==> src/rtl/uart_bus_bridge.sv <==
// uart_bus_bridge: 8N1 serial packets drive single 32-bit bus reads/writes, reply on txd.
// Optional build macro UART_BRIDGE_TIMEOUT_EN aborts a stalled partial packet with a NAK.
module uart_bus_bridge #(
    parameter int CLKS_PER_BIT   = 434,
    parameter int TIMEOUT_CYCLES = 250000
) (
    input  logic        clk,
    input  logic        rst,
    input  logic        rxd,
    output logic        txd,
    output logic        bus_de,
    output logic [31:0] bus_addr,
    output logic [1:0]  bus_drw,
    output logic [31:0] bus_wdata,
    input  logic [31:0] bus_rdata,
    input  logic        bus_stall,
    output logic        busy
);
    localparam int CW = $clog2(CLKS_PER_BIT + 1);
    localparam logic [CW-1:0] BIT_END  = CW'(CLKS_PER_BIT - 1);
    localparam logic [CW-1:0] HALF_END = CW'(CLKS_PER_BIT / 2 - 1);
    localparam logic [1:0] R_IDLE  = 2'd0;
    localparam logic [1:0] R_START = 2'd1;
    localparam logic [1:0] R_DATA  = 2'd2;
    localparam logic [1:0] R_STOP  = 2'd3;
    localparam logic [2:0] P_OP    = 3'd0;
    localparam logic [2:0] P_ADDR  = 3'd1;
    localparam logic [2:0] P_WDATA = 3'd2;
    localparam logic [2:0] P_BUS   = 3'd3;
    localparam logic [2:0] P_REPLY = 3'd4;
    logic          rx_s1, rx_s2, rx_q;
    logic [1:0]    rx_st;
    logic [CW-1:0] rx_cnt;
    logic [2:0]    rx_bit;
    logic [7:0]    rx_sh;
    logic          byte_valid, frame_err;
    logic [9:0]    tx_sh;
    logic [3:0]    tx_left;
    logic [CW-1:0] tx_cnt;
    logic          tx_go, tx_ready;
    logic [2:0]    st;
    logic          is_wr;
    logic [2:0]    cnt;
    logic [31:0]   rep_sh;
    logic [2:0]    rep_left;
    logic          to_hit;
    assign busy     = st != P_OP;
    assign txd      = (tx_left == 4'd0) | tx_sh[0];
    assign tx_ready = (tx_left == 4'd0) | ((tx_left == 4'd1) & (tx_cnt == BIT_END));
    assign tx_go    = (st == P_REPLY) & (rep_left != 3'd0) & tx_ready;
    // two-flop synchronizer plus one delayed copy for falling-edge detection
    always_ff @(posedge clk) begin
        if (!rst) begin
            rx_s1 <= 1'b1;
            rx_s2 <= 1'b1;
            rx_q  <= 1'b1;
        end else begin
            rx_s1 <= rxd;
            rx_s2 <= rx_s1;
            rx_q  <= rx_s2;
        end
    end
    // receiver: half-bit start check, mid-bit sampling, stop bit decides valid vs framing error
    always_ff @(posedge clk) begin
        if (!rst) begin
            rx_st      <= R_IDLE;
            rx_cnt     <= '0;
            rx_bit     <= 3'd0;
            rx_sh      <= 8'd0;
            byte_valid <= 1'b0;
            frame_err  <= 1'b0;
        end else begin
            byte_valid <= 1'b0;
            frame_err  <= 1'b0;
            case (rx_st)
                R_IDLE: if (rx_q && !rx_s2) begin
                    rx_st  <= R_START;
                    rx_cnt <= '0;
                end
                R_START: if (rx_cnt == HALF_END) begin
                    rx_cnt <= '0;
                    rx_bit <= 3'd0;
                    rx_st  <= rx_s2 ? R_IDLE : R_DATA;
                end else rx_cnt <= rx_cnt + 1'b1;
                R_DATA: if (rx_cnt == BIT_END) begin
                    rx_cnt <= '0;
                    rx_sh  <= {rx_s2, rx_sh[7:1]};
                    rx_bit <= rx_bit + 3'd1;
                    if (rx_bit == 3'd7) rx_st <= R_STOP;
                end else rx_cnt <= rx_cnt + 1'b1;
                default: if (rx_cnt == BIT_END) begin
                    rx_cnt     <= '0;
                    rx_st      <= R_IDLE;
                    byte_valid <= rx_s2;
                    frame_err  <= !rx_s2;
                end else rx_cnt <= rx_cnt + 1'b1;
            endcase
        end
    end
    // transmitter: 10-bit frame shifted out LSB first; reloads on the edge the stop bit ends
    always_ff @(posedge clk) begin
        if (!rst) begin
            tx_sh   <= '1;
            tx_left <= 4'd0;
            tx_cnt  <= '0;
        end else if (tx_go) begin
            tx_sh   <= {1'b1, rep_sh[31:24], 1'b0};
            tx_left <= 4'd10;
            tx_cnt  <= '0;
        end else if (tx_left != 4'd0) begin
            if (tx_cnt == BIT_END) begin
                tx_cnt  <= '0;
                tx_sh   <= {1'b1, tx_sh[9:1]};
                tx_left <= tx_left - 4'd1;
            end else tx_cnt <= tx_cnt + 1'b1;
        end
    end
`ifdef UART_BRIDGE_TIMEOUT_EN
    localparam int TW = $clog2(TIMEOUT_CYCLES + 1);
    logic [TW-1:0] to_cnt;
    // inter-byte idle counter, only live while collecting address or data bytes
    always_ff @(posedge clk) begin
        if (!rst || byte_valid || !(st == P_ADDR || st == P_WDATA)) to_cnt <= '0;
        else to_cnt <= to_cnt + 1'b1;
    end
    assign to_hit = to_cnt == TW'(TIMEOUT_CYCLES - 1);
`else
    // no abort: a partial packet waits forever (expression is constant false)
    assign to_hit = TIMEOUT_CYCLES < 0;
`endif
    // packet FSM: decode opcode, collect address/data, run one bus cycle, queue the reply
    always_ff @(posedge clk) begin
        if (!rst) begin
            st        <= P_OP;
            is_wr     <= 1'b0;
            cnt       <= 3'd0;
            bus_de    <= 1'b0;
            bus_drw   <= 2'b00;
            bus_addr  <= 32'd0;
            bus_wdata <= 32'd0;
            rep_sh    <= 32'd0;
            rep_left  <= 3'd0;
        end else begin
            case (st)
                P_OP: if (byte_valid) begin
                    cnt   <= 3'd4;
                    is_wr <= rx_sh == 8'h57;
                    if (rx_sh == 8'h57 || rx_sh == 8'h52) st <= P_ADDR;
                    else begin
                        rep_sh   <= {8'h15, 24'd0};
                        rep_left <= 3'd1;
                        st       <= P_REPLY;
                    end
                end
                P_ADDR: if (frame_err) st <= P_OP;
                else if (byte_valid) begin
                    bus_addr <= {bus_addr[23:0], rx_sh};
                    cnt      <= cnt - 3'd1;
                    if (cnt == 3'd1) begin
                        if (is_wr) begin
                            cnt <= 3'd4;
                            st  <= P_WDATA;
                        end else begin
                            bus_de  <= 1'b1;
                            bus_drw <= 2'b10;
                            st      <= P_BUS;
                        end
                    end
                end else if (to_hit) begin
                    rep_sh   <= {8'h15, 24'd0};
                    rep_left <= 3'd1;
                    st       <= P_REPLY;
                end
                P_WDATA: if (frame_err) st <= P_OP;
                else if (byte_valid) begin
                    bus_wdata <= {bus_wdata[23:0], rx_sh};
                    cnt       <= cnt - 3'd1;
                    if (cnt == 3'd1) begin
                        bus_de  <= 1'b1;
                        bus_drw <= 2'b01;
                        st      <= P_BUS;
                    end
                end else if (to_hit) begin
                    rep_sh   <= {8'h15, 24'd0};
                    rep_left <= 3'd1;
                    st       <= P_REPLY;
                end
                P_BUS: if (!bus_stall) begin
                    bus_de   <= 1'b0;
                    bus_drw  <= 2'b00;
                    rep_sh   <= is_wr ? {8'h06, 24'd0} : bus_rdata;
                    rep_left <= is_wr ? 3'd1 : 3'd4;
                    st       <= P_REPLY;
                end
                P_REPLY: if (tx_go) begin
                    rep_sh   <= {rep_sh[23:0], 8'd0};
                    rep_left <= rep_left - 3'd1;
                end else if (rep_left == 3'd0 && tx_ready) st <= P_OP;
                default: st <= P_OP;
            endcase
        end
    end
endmodule

==> config.mk <==
export PLATFORM = sky130hd
export DESIGN_NAME = uart_bus_bridge
export DESIGN_NICKNAME = d
export VERILOG_FILES = /design/src/rtl/uart_bus_bridge.sv
export SDC_FILE = /design/constraint.sdc
export NUM_CORES = 1
export LEC_CHECK = 0
export BUFFER_PORTS_ARGS = -buffer_cell sky130_fd_sc_hd__clkbuf_2
export CORE_MARGIN = 2
export CORE_UTILIZATION = 40
export DETAILED_ROUTE_END_ITERATION = 6
export PLACE_DENSITY_LB_ADDON = 0.1
export SETUP_SLACK_MARGIN = 0.3
export SLEW_MARGIN = 30
export SYNTH_ARGS = -nofsm -noshare
export SYNTH_HDL_FRONTEND = slang
export SYNTH_SLANG_ARGS = --single-unit
==> constraint.sdc <==
create_clock -name clk -period 5.4 [get_ports clk]
set_input_delay 0.81 -clock clk [delete_from_list [all_inputs] [get_ports clk]]
set_output_delay 0.81 -clock clk [all_outputs]
set_load 0.02 [all_outputs]
# After elaboration in Yosys (flattened, before gate mapping)
# Index checks and enable logic that the tools add are counted.
dict set report classes {
  add_sub_neg 6
  mul 0
  div_mod_pow 0
  n_lt_le_gt_ge 0
  eq_ne 35
  shift 0
  muxes 72
  bitwise 8
  reduce_logical 32
}
# op n
set op_table {}
lappend op_table {{two-way mux 32 bit} 5}
lappend op_table {{case mux 32 bit (3 select lines)} 1}
lappend op_table {{two-way mux 3 bit} 25}
lappend op_table {{two-way mux 9 bit} 7}
lappend op_table {{inequality test 2 bit (second input constant)} 16}
lappend op_table {{two-way mux 2 bit} 14}
lappend op_table {{adder 9 x 1 -> 9 bit (second input constant)} 2}
lappend op_table {{equality test 9 bit (second input constant)} 2}
lappend op_table {{case mux 3 bit (3 select lines)} 2}
lappend op_table {{case mux 9 bit (2 select lines)} 1}
lappend op_table {{nonzero test 3 bit} 6}
lappend op_table {{equality test 8 x 7 -> 1 bit (second input constant)} 2}
lappend op_table {{case mux 3 bit (5 select lines)} 1}
lappend op_table {{two-way mux 4 bit} 3}
lappend op_table {{inequality test 3 bit (second input constant)} 4}
lappend op_table {{case mux 2 bit (3 select lines)} 2}
lappend op_table {{AND reduction 5 bit} 2}
lappend op_table {{equality test 9 x 8 -> 1 bit (second input constant)} 1}
lappend op_table {{two-way mux 1 bit} 9}
lappend op_table {{AND reduction 3 bit} 3}
lappend op_table {{AND reduction 9 bit} 1}
lappend op_table {{AND reduction 2 bit} 4}
lappend op_table {{AND reduction 8 bit} 1}
lappend op_table {{equality test 3 x 1 -> 1 bit (second input constant)} 2}
lappend op_table {{other kinds (25)} 37}
dict set report word_totals {
  reg_bits 158
  latch_bits 0
  ram_bits 0
  rom_bits 0
  inputBits 36
  output_inout_bits 69
  wordCells 175
  memories 0
}

# Logic depth before layout (Yosys ltp)
# Gate-level depths: netlist of the first run.
dict set report logic_depth {
  word_depth 7
  mapped_depth 9
  ltp_nobuf 7
}

# Worst setup path before layout of the first run
# Ideal clock, no wire load.
dict set report synth_path {
  path_kind {register -> output}
  startpoint {register tx_left[0]}
  endpoint {output port txd}
  arrival_ps 1232
  required_ps 4590
  setup_slack_ps 3358
  stages_incl_launch_ff 6
  n_path_buf 1
  path_cell_list {dfxtp_1 -> inv_1 -> ha_1 -> or3b_1 -> buf_2 -> nand2b_1}
}
dict set report synth_between {
  elab_chain_cells 2
}
# element line
set synth_lines {}
lappend synth_lines {{start: declaration} 38} ;# logic [3:0] tx_left;
lappend synth_lines {{start signal: assignment} 114} ;# tx_left <= tx_left - 4'd1;
lappend synth_lines {{logical NOT 4 bit} 48} ;# assign txd = (tx_left == 4'd0) | tx_sh[0];
lappend synth_lines {{OR 1 bit} 48}
lappend synth_lines {{end: declaration} 10} ;# output logic txd,
# Every way passes these cells.

# Final worst setup path of the first run
dict set report layout_path {
  startpoint {register st[1]}
  endpoint {register rep_sh[6]}
}
dict set report layout_between {
  elab_chain_cells 5
  elab_cells_between_ends 12
  classes_between {6 x eq/ne; 1 x mux; 2 x bitwise; 3 x reduce/logical}
}
# element line
set layout_lines {}
lappend layout_lines {{start: declaration} 41} ;# logic [2:0] st;
lappend layout_lines {{start signal: assignment} 134} ;# st <= P_OP;
lappend layout_lines {{start signal: assignment} 148} ;# if (rx_sh == 8'h57 || rx_sh == 8'h52) st <= P_ADDR;
lappend layout_lines {{start signal: assignment} 152} ;# st <= P_REPLY;
lappend layout_lines {{equality test 3 bit} {50, 144}}
lappend layout_lines {{bitwise AND 1 bit (2 in a row)} 50} ;# assign tx_go = (st == P_REPLY) & (rep_left != 3'd0) & tx_ready;
lappend layout_lines {{inequality test 2 bit (no source line)} n/a}
lappend layout_lines {{AND reduction 5 bit (no source line)} n/a}
lappend layout_lines {{end signal: assignment} 150} ;# rep_sh <= {8'h15, 24'd0};
lappend layout_lines {{end signal: assignment} 170} ;# rep_sh <= {8'h15, 24'd0};
lappend layout_lines {{end signal: assignment} 184} ;# rep_sh <= {8'h15, 24'd0};
lappend layout_lines {{end: declaration} 44} ;# logic [31:0] rep_sh;
# Parallel ways exist; a longest one is shown, timed or not.
# A chain may end at the register's enable or synchronous reset.

==> results.toml, run 1 <==
[status]
status = "complete, no violations"

[logic_synthesis]
netlist_area_mm2 = 0.006759
synth_flop_cell = "dfxtp_1"
gate_count_post_synth = 801
synth_seq_cells = 158
synth.yosys.seq_area_share_pct = 46.80
async_reset_ff_share_pct = 0
synth_fp_nets = 851
synth_cell_types = 65
synth-warning-count = 0
post_synth.cell_area_avg_um2 = 8.438
count_of_flip_flops_with_a_built_in_enable_after_synthesis = 0

[power_and_ir_drop]
comb_power_share_pct = 17.6
power.sequential.fraction_pct = 42.7
p_clk_share_pct = 39.7
power.switching_fraction_pct = 29.64
max-vdd-ir-drop_mv = 0.2400
cellInternalPower_mw = 2.183
fin_total_pwr_mw = 3.103
switching_power_mw = 0.9197
p_leak_nw = 2.912
p_per_area_mw_per_mm2 = 388.8

[clocking]
tritoncts.num_buffers = 17
cts.repair_timing.setup_buffer_count = 0
clock_sinks = 158
clock-root-buffer = "clkbuf_16"
cts_max_path_buffers = 2
cts_tree = "built"
clkTransAtPathRegs_ps = 60
clock_latency_ps = 420
cts.repair.resized = 0
htree_depth = 4
hold_buffers = 0

[sta]
timing.final.max_slew_violations = 0
fin_setup_tns_ps = 0
hold_violations = 0
fmaxAchievable_mhz = 326.3
rsz0062_at_grt = "no"
max_slew.worst_pin.slew_ps = 771.5
layout_worst_path_cycle_share_pct = 56.75
worst_slew_margin_rel_pct = 48.22
final.setup_skew_ps = 7.505
final-setup-viol-count = 0
period_needed_ps = 3064

[final_layout]
instances_no_fill = 1106
layout.area.seq_mm2 = 0.003163
n_fill_cell = 1635
area_of_the_multi_input_gates_mm2 = 0.003288
areaGrowthSynthToFinish_pct = 18.07
n_antenna_cell = 0
final_layout_size_suffix_gt1_share_pct = 18.17
fin_nets = 923
final_core_utilization_pct = 48.29

[placement]
detailedPlacementHpwl_um = 10360
gp_routability_congestion = 0.8113
placedCellCount = 1074
quantity_of_i_o_buffers_inserted_on_ports = 104

[global_route]
grt_use_total_pct = 17.67
number_of_global_route_vias_before_repair = 5312
grt_max_degree = 75
grt_overflow_total = 0
grt_pass1_wl_um = 26040
antenna_found_initial = 0

[floorplan]
core-area_mm2 = 0.01652
floorplan.io_pins = 105
die_y_um = 134.0
die_area_mm2 = 0.01795
rows = 47
fp.dieW_um = 134.0
initial_utilization_pct = 40.90

[setup_path]
worstPathRequired_ps = 5760
critical-path-top-delay-family = "compound AO/OA/AOI/OAI gates"
critPathKind = "reg2reg"
cp_slowest_stage_delay_ps = 700
critical_path.startpoint_type = "flop"
critPathArrivalTime_ps = 3420
crit_buf_inv = 1
worst_setup_path_end_kind = "flop"
critical_path_peak_fanout = 28
critical_path.slowest_cell = "dfxtp_1"
critical_path.cell_chain = "nand3b_1, o32a_1, a31oi_4, and2_1, buf_4, mux2i_1"

[hold_path]
hp-class = "reg2reg"

[detailed_routing]
route.antenna.remaining_nets = 0
drt-total-wl_um = 15350
drc = 0
drt_pre_antenna_iters = 4
route.detailed.vias_per_inst = 5.138
via_count = 5683
drt-initial-drc-count = 298
wl_per_cell_um = 13.88

[run]
cap_viol_max_count = 0
[state kept, by name, indices dropped and copies added (netlist names), 2 cells and up]
signal / flops
cnt: 3
rx_st: 2
bus_wdata: 32
bus_addr: 32
rx_bit: 3
tx_cnt: 9
tx_left: 4
rx_sh: 8
tx_sh: 9
rep_left: 3
rep_sh: 32
bus_drw: 2
st: 3
rx_cnt: 9
[placed cells by master, fill, tap and decap left out, drive strengths merged, types with 5 or more instances in the layout]
| cell | count |
|---|---|
| xor2 | 7 |
| a21oi | 100 |
| nand3 | 19 |
| nor3 | 14 |
| clkbuf | 122 |
| buf | 5 |
| nand2 | 175 |
| nand2b | 9 |
| nand4 | 6 |
| a31oi | 9 |
| dfxtp | 158 |
| nor2 | 47 |
| inv | 24 |
| mux2i | 19 |
| a211oi | 25 |
| nor2b | 6 |
| nor4 | 5 |
| nor3b | 6 |
| a22oi | 20 |
| and2 | 5 |
| xnor2 | 15 |
| and3 | 5 |
| ha | 14 |
| o21ai | 13 |
[cell usage after synthesis, types with 5 or more instances]
master	instances	area (um2)
nor2_1	47	176.4
nand2b_1	9	56.30
a211oi_1	22	165.2
nand4_1	6	37.54
nand2_1	175	656.9
nor4_1	5	31.28
xor2_1	7	61.31
inv_1	20	75.07
nand3_1	18	90.09
a21oi_1	100	500.5
a22oi_1	20	150.1
xnor2_1	15	131.4
nor2b_1	6	37.54
and3_1	5	31.28
clkbuf_1	31	116.4
o21ai_1	8	40.04
a31oi_1	8	50.05
ha_1	14	175.2
buf_2	20	100.1
and2_1	5	31.28
mux2i_1	19	190.2
nor3_1	13	65.06
dfxtp_1	158	3163
[layout make-up]
class                           count  share of cell area, %
Inverter                           21                  1.003
Tap cell                          220                  3.449
Clock inverter                     14                  2.289
Timing Repair Buffer              109                  7.040
Sequential cell                   158                  39.64
Clock buffer                       18                  5.378
Multi-Input combinational cell    566                  41.20
[final timing paths]
check	start	end	slack (ps)	cells past startpoint
max reg2reg	st[1]$_SDFFE_PN0P_	rep_sh[6]$_SDFFE_PN0P_	2340	6
max	st[1]$_SDFFE_PN0P_	rep_sh[6]$_SDFFE_PN0P_	2340	6
min reg2reg	rx_s1$_SDFF_PN1_	rx_s2$_SDFF_PN1_	410	1
min	rx_s1$_SDFF_PN1_	rx_s2$_SDFF_PN1_	410	1
[metal layers]
metal	part of all wire, %	up-vias	global-route usage, %
li1	-	2925	-
met1	49	2639	24.16
met2	45	105	27.41
met3	4.2	14	4.119
met4	1.2	0	6.147
met5	0	-	0
[logic make-up (layout without fill, tap and decap cells)]
group | after synthesis | count (layout) | share of synthesized area [%]
AND/OR/NAND/NOR | 316 | 316 | 21.62
AO/OA/AOI/OAI | 193 | 193 | 18.01
flip-flops | 158 | 158 | 46.80
buffers and inverters | 77 | 162 | 4.979
XOR/XNOR | 22 | 22 | 2.851
multiplexers | 21 | 21 | 3.147
adder cells (fa/ha/maj) | 14 | 14 | 2.592
[through the flow]
stage	instance area, um2	hold WS [ps]	setup slack, ps
6_report	7980	413.1	2336
3_3_place_gp	7331	394.5	2120
3_5_place_dp	7360	396.9	2049
4_1_cts	7971	415.3	2036
2_1_floorplan	6759	386.3	3358
5_1_grt	7980	461.3	2104
[power groups by stage]
| stage | Clock (mW) | Combinational (mW) | Sequential, mW |
|---|---|---|---|
| 2_1_floorplan | 0 | 0.467 | 1.31 |
| 3_3_place_gp | 0 | 0.522 | 1.35 |
| 3_5_place_dp | 0 | 0.540 | 1.35 |
| 4_1_cts | 1.26 | 0.544 | 1.32 |
| 5_1_grt | 1.32 | 0.605 | 1.34 |
| 6_report | 1.23 | 0.547 | 1.33 |
Note: power is estimated with default switching activity, not from simulation.
==> run 2, diff against run 1 <==
- clock period: 5.4 -> 2.82 ns (I/O delays scaled with it)
==> run 2 against run 1 <==
Register-to-register slack got worse by 1800 ps. Final cell count rose by 1.1%. Critical path type is now reg2out. Sequential cell count did not move. Largest power group unchanged. Non-clock buffer count increased by 12. Final area up 1.5%. Combinational power rose by 92%. Worst setup slack worse by 1900 ps. Sequential power grew 91%. Die area did not move. Global-route usage barely moved. Routed wire length rose by 2.3%.
==> results.toml, run 2 (same netlist as run 1, synthesis figures left out) <==
[status]
status = "complete, no violations"

[setup_path]
critical_path.startpoint_type = "flop"
critical_path.slowest_cell = "or3b_1"
worstPathRequired_ps = 2400
critical_path_peak_fanout = 10
critPathArrivalTime_ps = 1920
critical-path-top-delay-family = "simple AND/OR/NAND/NOR gates"
cp_slowest_stage_delay_ps = 520
critical_path.cell_chain = "inv_1, ha_1, or3b_1, nand2b_1, clkbuf_2"
worst_setup_path_end_kind = "output port"
crit_buf_inv = 2
critPathKind = "reg2out"

[floorplan]
core-area_mm2 = 0.01652
fp.dieW_um = 134.0
floorplan.io_pins = 105
rows = 47
die_y_um = 134.0
die_area_mm2 = 0.01795
initial_utilization_pct = 40.90

[global_route]
grt_pass1_wl_um = 26180
grt_max_degree = 75
grt_use_total_pct = 17.65
antenna_found_initial = 0
grt_overflow_total = 0
number_of_global_route_vias_before_repair = 5376

[clocking]
cts_max_path_buffers = 2
htree_depth = 4
clkTransAtPathRegs_ps = 60
cts.repair_timing.setup_buffer_count = 0
hold_buffers = 0
tritoncts.num_buffers = 17
clock_sinks = 158
cts_tree = "built"
cts.repair.resized = 0
clock_latency_ps = 420
clock-root-buffer = "clkbuf_16"

[power_and_ir_drop]
p_per_area_mw_per_mm2 = 755.4
p_leak_nw = 2.998
max-vdd-ir-drop_mv = 0.4674

[sta]
period_needed_ps = 2340
hold_violations = 0
layout_worst_path_cycle_share_pct = 82.97
fmaxAchievable_mhz = 427.4
timing.final.max_slew_violations = 0
final-setup-viol-count = 0
fin_setup_tns_ps = 0
worst_slew_margin_rel_pct = 56.57
final.setup_skew_ps = 6.023
hold-worst-slack_ps = 184.7
max_slew.worst_pin.slew_ps = 647.1
rsz0062_at_grt = "no"

[placement]
detailedPlacementHpwl_um = 10560
gp_routability_congestion = 0.8046
placedCellCount = 1086
quantity_of_i_o_buffers_inserted_on_ports = 104

[detailed_routing]
met2RoutedLength_um = 6938
drt_pre_antenna_iters = 5
drt-initial-drc-count = 294
drt-total-wl_um = 15710
highest_layer = "met4"
wl_per_cell_um = 14.05
via_count = 5743
drt-met1-wl_um = 7827
route.antenna.remaining_nets = 0
route.detailed.vias_per_inst = 5.137
drc = 0
met3WireLength_um = 776

[final_layout]
most-common-layout-cells = "nand2_1, dfxtp_1, clkbuf_2"
fin_nets = 935
final_layout_size_suffix_gt1_share_pct = 18.82
areaGrowthSynthToFinish_pct = 19.79
instances_no_fill = 1118
layout.cells.most_common = "nand2_1"
n_antenna_cell = 0
largest_registers = "bus_addr: 32 flops, bus_wdata: 32 flops, rep_sh: 32 flops"

[hold_path]
hp-class = "in2reg"

[run]
cap_viol_max_count = 0
[run 2: power breakdown]
group / leakage, nW / switching [mW] / internal [mW]
Sequential: 1.28 / 0.160 / 2.38
Clock: 0.310 / 0.925 / 1.60
Combinational: 1.41 / 0.648 / 0.407
Total: 3.00 / 1.73 / 4.38
[run 2: through the flow]
| step | setup WS, ps | total power [mW] | utilization (%) | area (um2) |
|---|---|---|---|---|
| 2_1_floorplan | 948.1 | 3.394 | - | 6759 |
| 3_3_place_gp | 685.5 | 3.609 | 45.03 | 7441 |
| 3_5_place_dp | 570.8 | 3.633 | 45.03 | 7441 |
| 4_1_cts | 462.2 | 6.172 | 49.00 | 8097 |
| 5_1_grt | 354.2 | 6.402 | 49.00 | 8097 |
| 6_report | 480.2 | 6.116 | 49.00 | 8097 |
[run 2: path summary, 6_finish.rpt]
path | start | end | slack [ps] | depth (start not counted)
max | tx_left[0]$_SDFFE_PP0P_ | txd | 480 | 5
min | rxd | rx_s1$_SDFF_PN1_ | 180 | 2
max reg2reg | tx_left[0]$_SDFFE_PP0P_ | tx_cnt[1]$_SDFFE_PP0P_ | 550 | 8
min reg2reg | rx_s1$_SDFF_PN1_ | rx_s2$_SDFF_PN1_ | 410 | 1
[run 2: layout make-up]
cell class | count | area (um2)
clock buffer | 19 | 442.9
clock inverter | 13 | 212.7
fill | 1602 | 8428
inverter | 21 | 80.08
multi-input combinational | 566 | 3262
sequential | 158 | 3163
tap | 220 | 275.3
timing repair buffer | 121 | 660.6
[run 2: per-layer routing]
metal  global-route usage (%)  up-vias
li1                         -     2940
met1                    24.46     2670
met2                    27.15      121
met3                    4.460       12
met4                    5.260        0
met5                        0        -
